<file path="src/rtl/mem_access.sv">
// Memory-access stage: latches execute results, runs loads over the data-memory
// read port (stalling while outstanding) and formats stores for commit after write-back.
module mem_access (
  input  logic        CLK,
  input  logic        RST,
  input  logic        STALL,
  input  logic        FLUSH,
  input  logic [31:0] E_PC,
  input  logic [31:0] E_INST,
  input  logic        E_VALID,
  input  logic [4:0]  E_REG_D,
  input  logic [31:0] E_REG_D_V,
  input  logic        E_MEM_RDEN,
  input  logic        E_MEM_WREN,
  input  logic [31:0] E_MEM_ADDR,
  input  logic [2:0]  E_MEM_FUNCT3,
  input  logic [31:0] E_STORE_DATA,
  output logic        DMEM_RDEN,
  output logic [31:0] DMEM_RADDR,
  input  logic        DMEM_RREADY,
  input  logic [31:0] DMEM_RDATA,
  output logic [31:0] M_PC,
  output logic [31:0] M_INST,
  output logic        M_VALID,
  output logic [4:0]  M_REG_D,
  output logic [31:0] M_REG_D_V,
  output logic        M_STORE_WREN,
  output logic [31:0] M_STORE_ADDR,
  output logic [3:0]  M_STORE_STRB,
  output logic [31:0] M_STORE_DATA,
  output logic        M_STALL_REQ
);

  // state  | meaning
  // IDLE   | no load outstanding; stage follows the latch enable
  // BUSY   | load issued, waiting for DMEM_RREADY; pipeline stalled
  // DONE   | load data captured; held until the next latch-enable edge
  typedef enum logic [1:0] {S_IDLE = 2'd0, S_BUSY = 2'd1, S_DONE = 2'd2} state_t;

  state_t      state_q, state_d;
  logic [31:0] pc_q, pc_d;
  logic [31:0] inst_q, inst_d;
  logic        valid_q, valid_d;
  logic [4:0]  reg_d_q, reg_d_d;
  logic [31:0] alu_q, alu_d;
  logic        wren_q, wren_d;
  logic [31:0] addr_q, addr_d;
  logic [2:0]  funct3_q, funct3_d;
  logic [31:0] sdata_q, sdata_d;
  logic [31:0] ldata_q, ldata_d;

  logic        busy;
  logic        le;

  assign busy = (state_q == S_BUSY);
  assign le   = !STALL && !busy;

  always_comb begin
    state_d  = state_q;
    pc_d     = pc_q;
    inst_d   = inst_q;
    valid_d  = valid_q;
    reg_d_d  = reg_d_q;
    alu_d    = alu_q;
    wren_d   = wren_q;
    addr_d   = addr_q;
    funct3_d = funct3_q;
    sdata_d  = sdata_q;
    ldata_d  = ldata_q;
    if (busy) begin
      if (DMEM_RREADY) begin
        state_d = S_DONE;
        ldata_d = DMEM_RDATA;
      end
    end else if (le) begin
      if (FLUSH) begin
        state_d  = S_IDLE;
        pc_d     = '0;
        inst_d   = '0;
        valid_d  = 1'b0;
        reg_d_d  = '0;
        alu_d    = '0;
        wren_d   = 1'b0;
        addr_d   = '0;
        funct3_d = '0;
        sdata_d  = '0;
        ldata_d  = '0;
      end else begin
        state_d  = (E_VALID && E_MEM_RDEN) ? S_BUSY : S_IDLE;
        pc_d     = E_PC;
        inst_d   = E_INST;
        valid_d  = E_VALID;
        reg_d_d  = E_REG_D;
        alu_d    = E_REG_D_V;
        // a load flag overrides a simultaneous store flag
        wren_d   = E_MEM_WREN && !E_MEM_RDEN;
        addr_d   = E_MEM_ADDR;
        funct3_d = E_MEM_FUNCT3;
        sdata_d  = E_STORE_DATA;
        ldata_d  = '0;
      end
    end
  end

  always_ff @(posedge CLK) begin
    if (RST) begin
      state_q  <= S_IDLE;
      pc_q     <= '0;
      inst_q   <= '0;
      valid_q  <= 1'b0;
      reg_d_q  <= '0;
      alu_q    <= '0;
      wren_q   <= 1'b0;
      addr_q   <= '0;
      funct3_q <= '0;
      sdata_q  <= '0;
      ldata_q  <= '0;
    end else begin
      state_q  <= state_d;
      pc_q     <= pc_d;
      inst_q   <= inst_d;
      valid_q  <= valid_d;
      reg_d_q  <= reg_d_d;
      alu_q    <= alu_d;
      wren_q   <= wren_d;
      addr_q   <= addr_d;
      funct3_q <= funct3_d;
      sdata_q  <= sdata_d;
      ldata_q  <= ldata_d;
    end
  end

  logic [7:0]  ld_byte;
  logic [15:0] ld_half;
  logic [31:0] ld_ext;

  always_comb begin
    ld_byte = 8'h00;
    case (addr_q[1:0])
      2'd0:    ld_byte = ldata_q[7:0];
      2'd1:    ld_byte = ldata_q[15:8];
      2'd2:    ld_byte = ldata_q[23:16];
      default: ld_byte = ldata_q[31:24];
    endcase
    ld_half = addr_q[1] ? ldata_q[31:16] : ldata_q[15:0];
    ld_ext  = '0;
    case (funct3_q)
      3'b000:  ld_ext = {{24{ld_byte[7]}}, ld_byte};
      3'b001:  ld_ext = {{16{ld_half[15]}}, ld_half};
      3'b010:  ld_ext = ldata_q;
      3'b100:  ld_ext = {24'h0, ld_byte};
      3'b101:  ld_ext = {16'h0, ld_half};
      default: ld_ext = '0;
    endcase
  end

  logic        st_code_ok;
  logic        st_en;
  logic [3:0]  st_strb;
  logic [31:0] st_data;

  always_comb begin
    st_code_ok = 1'b1;
    st_strb    = 4'h0;
    st_data    = '0;
    case (funct3_q)
      3'b000: begin
        st_strb = 4'b0001 << addr_q[1:0];
        st_data = {4{sdata_q[7:0]}};
      end
      3'b001: begin
        st_strb = addr_q[1] ? 4'b1100 : 4'b0011;
        st_data = {2{sdata_q[15:0]}};
      end
      3'b010: begin
        st_strb = 4'b1111;
        st_data = sdata_q;
      end
      default: st_code_ok = 1'b0;
    endcase
  end

  assign st_en = valid_q && wren_q && st_code_ok;

  assign DMEM_RDEN    = busy;
  assign DMEM_RADDR   = busy ? {addr_q[31:2], 2'b00} : 32'h0;
  assign M_STALL_REQ  = busy;
  assign M_PC         = pc_q;
  assign M_INST       = inst_q;
  assign M_VALID      = valid_q;
  assign M_REG_D      = reg_d_q;
  assign M_REG_D_V    = busy ? 32'h0 : ((state_q == S_DONE) ? ld_ext : alu_q);
  assign M_STORE_WREN = st_en;
  assign M_STORE_ADDR = st_en ? {addr_q[31:2], 2'b00} : 32'h0;
  assign M_STORE_STRB = st_en ? st_strb : 4'h0;
  assign M_STORE_DATA = st_en ? st_data : 32'h0;

endmodule

</file>
<file path="config.mk">
export PLATFORM = sky130hd
export DESIGN_NAME = mem_access
export DESIGN_NICKNAME = d
export VERILOG_FILES = /design/src/rtl/mem_access.sv
export SDC_FILE = /design/constraint.sdc
export NUM_CORES = 1
export LEC_CHECK = 0
export CAP_MARGIN = 5
export CORE_MARGIN = 1.5
export CORE_UTILIZATION = 30
export DETAILED_ROUTE_END_ITERATION = 8
export HOLD_SLACK_MARGIN = 0.1
export MAX_ROUTING_LAYER = met4
export PLACE_DENSITY_LB_ADDON = 0.2
export SYNTH_ARGS = -nofsm -noshare
export SYNTH_HDL_FRONTEND = slang
export SYNTH_SLANG_ARGS = --single-unit
</file>
<file path="constraint.sdc">
create_clock -name CLK -period 5.7 [get_ports CLK]
set_clock_uncertainty 0.2 [all_clocks]
set_input_delay 1.425 -clock CLK [delete_from_list [all_inputs] [get_ports CLK]]
set_output_delay 1.425 -clock CLK [all_outputs]
set_load 0.03 [all_outputs]
</file>
==> flow_metrics.py <==
metrics = {
    "route": {
        "drc_errors": 0,
        "wl_per_cell_um": 19.1,
        "routed_wl_mm": 37.2,
        "drtPass1Iterations": 5,
        "viasPerCell": 5.07,
        "drt_iter0_drc": 670,
        "postRouteAntennaNets": 0,
        "via_count": 9893,
    },
    "setup_path": {
        "timing.rr.start": "state_q[1]",
        "start_kind": "register",
        "max_stage_delay_ns": 0.79,
        "path_cells": "mux2i_1 -> o21ai_1 -> nand3_2 -> a221oi_1 -> clkdlybuf4s50_1",
        "worstPathRequired_ns": 4.07,
        "cp_top_family": "flip-flops",
        "r2r_cells": 5,
        "r2r_slack_ns": 3.21,
        "crit_arrival_ns": 3.38,
        "slowest_stage": "dfxtp_1",
        "cp_num_buf_inv": 1,
        "crit_fanout": 16,
        "end_kind": "output port",
        "cp.depth": 5,
        "crit_type": "reg2out",
        "r2r_end": "alu_q[28]",
    },
    "timing": {
        "fmax_mhz": 200,
        "setup_viol": 0,
        "hold_viol_final": 0,
        "worst_pin_slew_ns": 1.04,
        "holdWs_ns": 0.248,
        "fin_tns_setup_ns": 0,
        "period_needed_ns": 5.00,
        "finalCritPeriodShare_pct": 87.7,
        "layout_setup_ws_ns": 0.700,
        "max_slew_margin_pct": 30.6,
        "slew_viol_final": 0,
        "rsz0062_at_grt": "no",
    },
    "global_routing": {
        "grt_pass1_wl_mm": 56.0,
        "grt_util_all_layers_pct": 21.9,
        "grt_pass1_vias": 9565,
        "grt_overflow": 0,
        "antenna_found_initial": 4,
        "grt_max_degree": 123,
    },
    "final_layout": {
        "syn_to_final_growth_pct": 51.0,
        "finalNonFillerCells": 1953,
        "nNetsFinal": 1740,
        "num-fill-cells": 3109,
        "drive_above_1_share_pct": 4.52,
    },
    "clock_network": {
        "cts.sinks": 204,
        "cts_tree": "yes",
        "cts_max_level": 1,
        "post_cts_resized": 0,
        "postCtsSetupBuffers": 0,
        "cts_buffer_depth": 3,
        "cts-root-buf": "clkbuf_16",
        "clk_pin_slew_ns": 0.06,
        "cts_buffers": 24,
        "ctsHoldBuffers": 0,
        "clock_latency_ns": 0.50,
    },
    "floorplanning": {
        "die_h_um": 183,
        "dieWidth_um": 183,
        "initial_core_util_pct": 30.6,
        "ioPinCount": 413,
        "coreArea_sq_um": 31600,
        "dieArea_sq_um": 33400,
        "rows": 65,
    },
    "hold_path": {
        "worstHoldStart": "M_PC[30]",
        "hold_path_end": "M_PC[30]",
        "min_path_type": "reg2reg",
        "hold_depth": 2,
    },
    "run_status": {
        "status": "finished, final reports clean",
    },
    "logic_synthesis": {
        "synth_cell_types": 39,
        "ys_ff_latch": 204,
        "yosys_warnings": 0,
        "synth_area_per_cell_sq_um": 8.05,
        "synth_cells": 1202,
        "seq_area_frac_synth_pct": 42.2,
        "syn_area_sq_um": 9680,
    },
    "power": {
        "peakVddDrop_v": 0.000176,
        "power.total_mw": 3.55,
        "p_leak_nw": 4.79,
        "power_per_cell_area_nw_per_um2": 243,
    },
    "place": {
        "io_buffers": 408,
        "place.detailed.hpwl_mm": 25.6,
        "place_congestion": 0.893,
        "dp_cells": 1908,
        "pre_cts_ws_ns": 1.25,
    },
    "run": {
        "cap_violations": 0,
    },
}
-- routing by layer --
layer	track usage, %	up-vias	routed length, um
met5	-	-	0
met4	5.92	0	718
met3	4.17	43	2580
met2	35.5	352	17800
met1	27.8	4672	16100
li1	-	4826	-
-- cells by family after synthesis --
group | synth area share (%)
AOI/OAI and AO/OA | 19.9
DFF | 42.2
muxes | 1.14
buffers and inverters | 6.35
and+or+nand+nor | 30.4
other | 0.0387
-- flip-flops by register name (all words and copies together) (netlist names) --
register,count
wren_q,1
M_VALID,1
funct3_q,3
sdata_q,32
addr_q,32
M_INST,32
alu_q,32
ldata_q,32
M_REG_D,5
M_PC,32
state_q,2
-- worst max path at each step --
stage | slack, ns | startpoint | to
floorplan | 2.23 | funct3_q[0] | M_REG_D_V[20]
global placement | 1.31 | funct3_q[0] | M_REG_D_V[2]
detailed placement | 1.25 | addr_q[1] | M_REG_D_V[18]
CTS | 0.68 | funct3_q[0] | M_REG_D_V[2]
global route | 0.52 | addr_q[1] | M_REG_D_V[23]
finish | 0.70 | addr_q[1] | M_REG_D_V[18]
-- worst register-to-register path: cells and delay by family, from the launching register on --
| kind | cells | cell delay [ns] |
|---|---|---|
| simple gates | 3 | 1.14 |
| flops | 1 | 0.48 |
| buf+inv | 1 | 0.41 |
| compound gates | 1 | 0.17 |
-- final cells by class --
type	instances	area (sq um)	area share, %
timing repair buffer	426	4260	29.1
sequential	204	4080	27.9
tap	402	503	3.44
clock inverter	7	41.3	0.282
clock buffer	34	689	4.72
inverter	6	22.5	0.154
antenna	4	10.0	0.0685
multi-input combinational	870	5010	34.3
-- cell usage in the layout (no fill, tap or decap), types with 10 or more instances in the layout --
master	count
a21oi_1	191
a221oi_1	29
a22oi_1	56
and2_1	70
buf_4	16
clkbuf_16	25
clkdlybuf4s50_1	406
dfxtp_1	204
mux2i_1	10
nand2_1	206
nand3b_1	168
nor2_1	74
nor2b_1	13
o21ai_1	10
-- Yosys cell counts --
cell / count / area share [%]
and2_1: 70 / 4.5
a22oi_1: 56 / 4.3
or2_0: 1 / 0.065
nor2b_2: 1 / 0.090
nand2b_1: 1 / 0.065
inv_2: 2 / 0.078
a2bb2oi_1: 8 / 0.72
buf_1: 6 / 0.23
a222oi_1: 8 / 0.83
nor3_1: 1 / 0.052
nand3_1: 3 / 0.16
buf_2: 35 / 1.8
nand3_2: 1 / 0.10
inv_1: 4 / 0.16
conb_1: 1 / 0.039
or2_2: 1 / 0.065
o21ai_2: 1 / 0.090
nor3_2: 1 / 0.10
nor2_4: 1 / 0.12
nor3b_4: 1 / 0.19
mux2i_1: 11 / 1.1
o21ai_1: 10 / 0.52
nand2_1: 206 / 8.0
a21o_4: 1 / 0.16
o21bai_2: 1 / 0.12
a21oi_1: 191 / 9.9
or3b_1: 1 / 0.090
a2111oi_1: 1 / 0.10
or2_1: 1 / 0.065
a221oi_1: 29 / 2.6
dfxtp_1: 204 / 42
nor2_1: 74 / 2.9
o21ai_0: 1 / 0.052
buf_4: 19 / 1.5
a221oi_2: 3 / 0.47
clkbuf_1: 64 / 2.5
buf_6: 1 / 0.12
nand3b_1: 168 / 13
nor2b_1: 13 / 0.84
-- where the power goes --
part           total [mW]  internal [mW]  switching (mW)
Sequential           1.53           1.48          0.0479
Clock                1.44          0.837           0.603
Combinational       0.578          0.271           0.307
-- stage by stage --
stage               utilization [%]  cell area, sq um
floorplan                         -              9690
global placement               43.9             13900
detailed placement             43.9             13900
CTS                            46.2             14600
global route                   46.2             14600
finish                         46.2             14600
No activity file was read; power rests on OpenSTA's default activity.
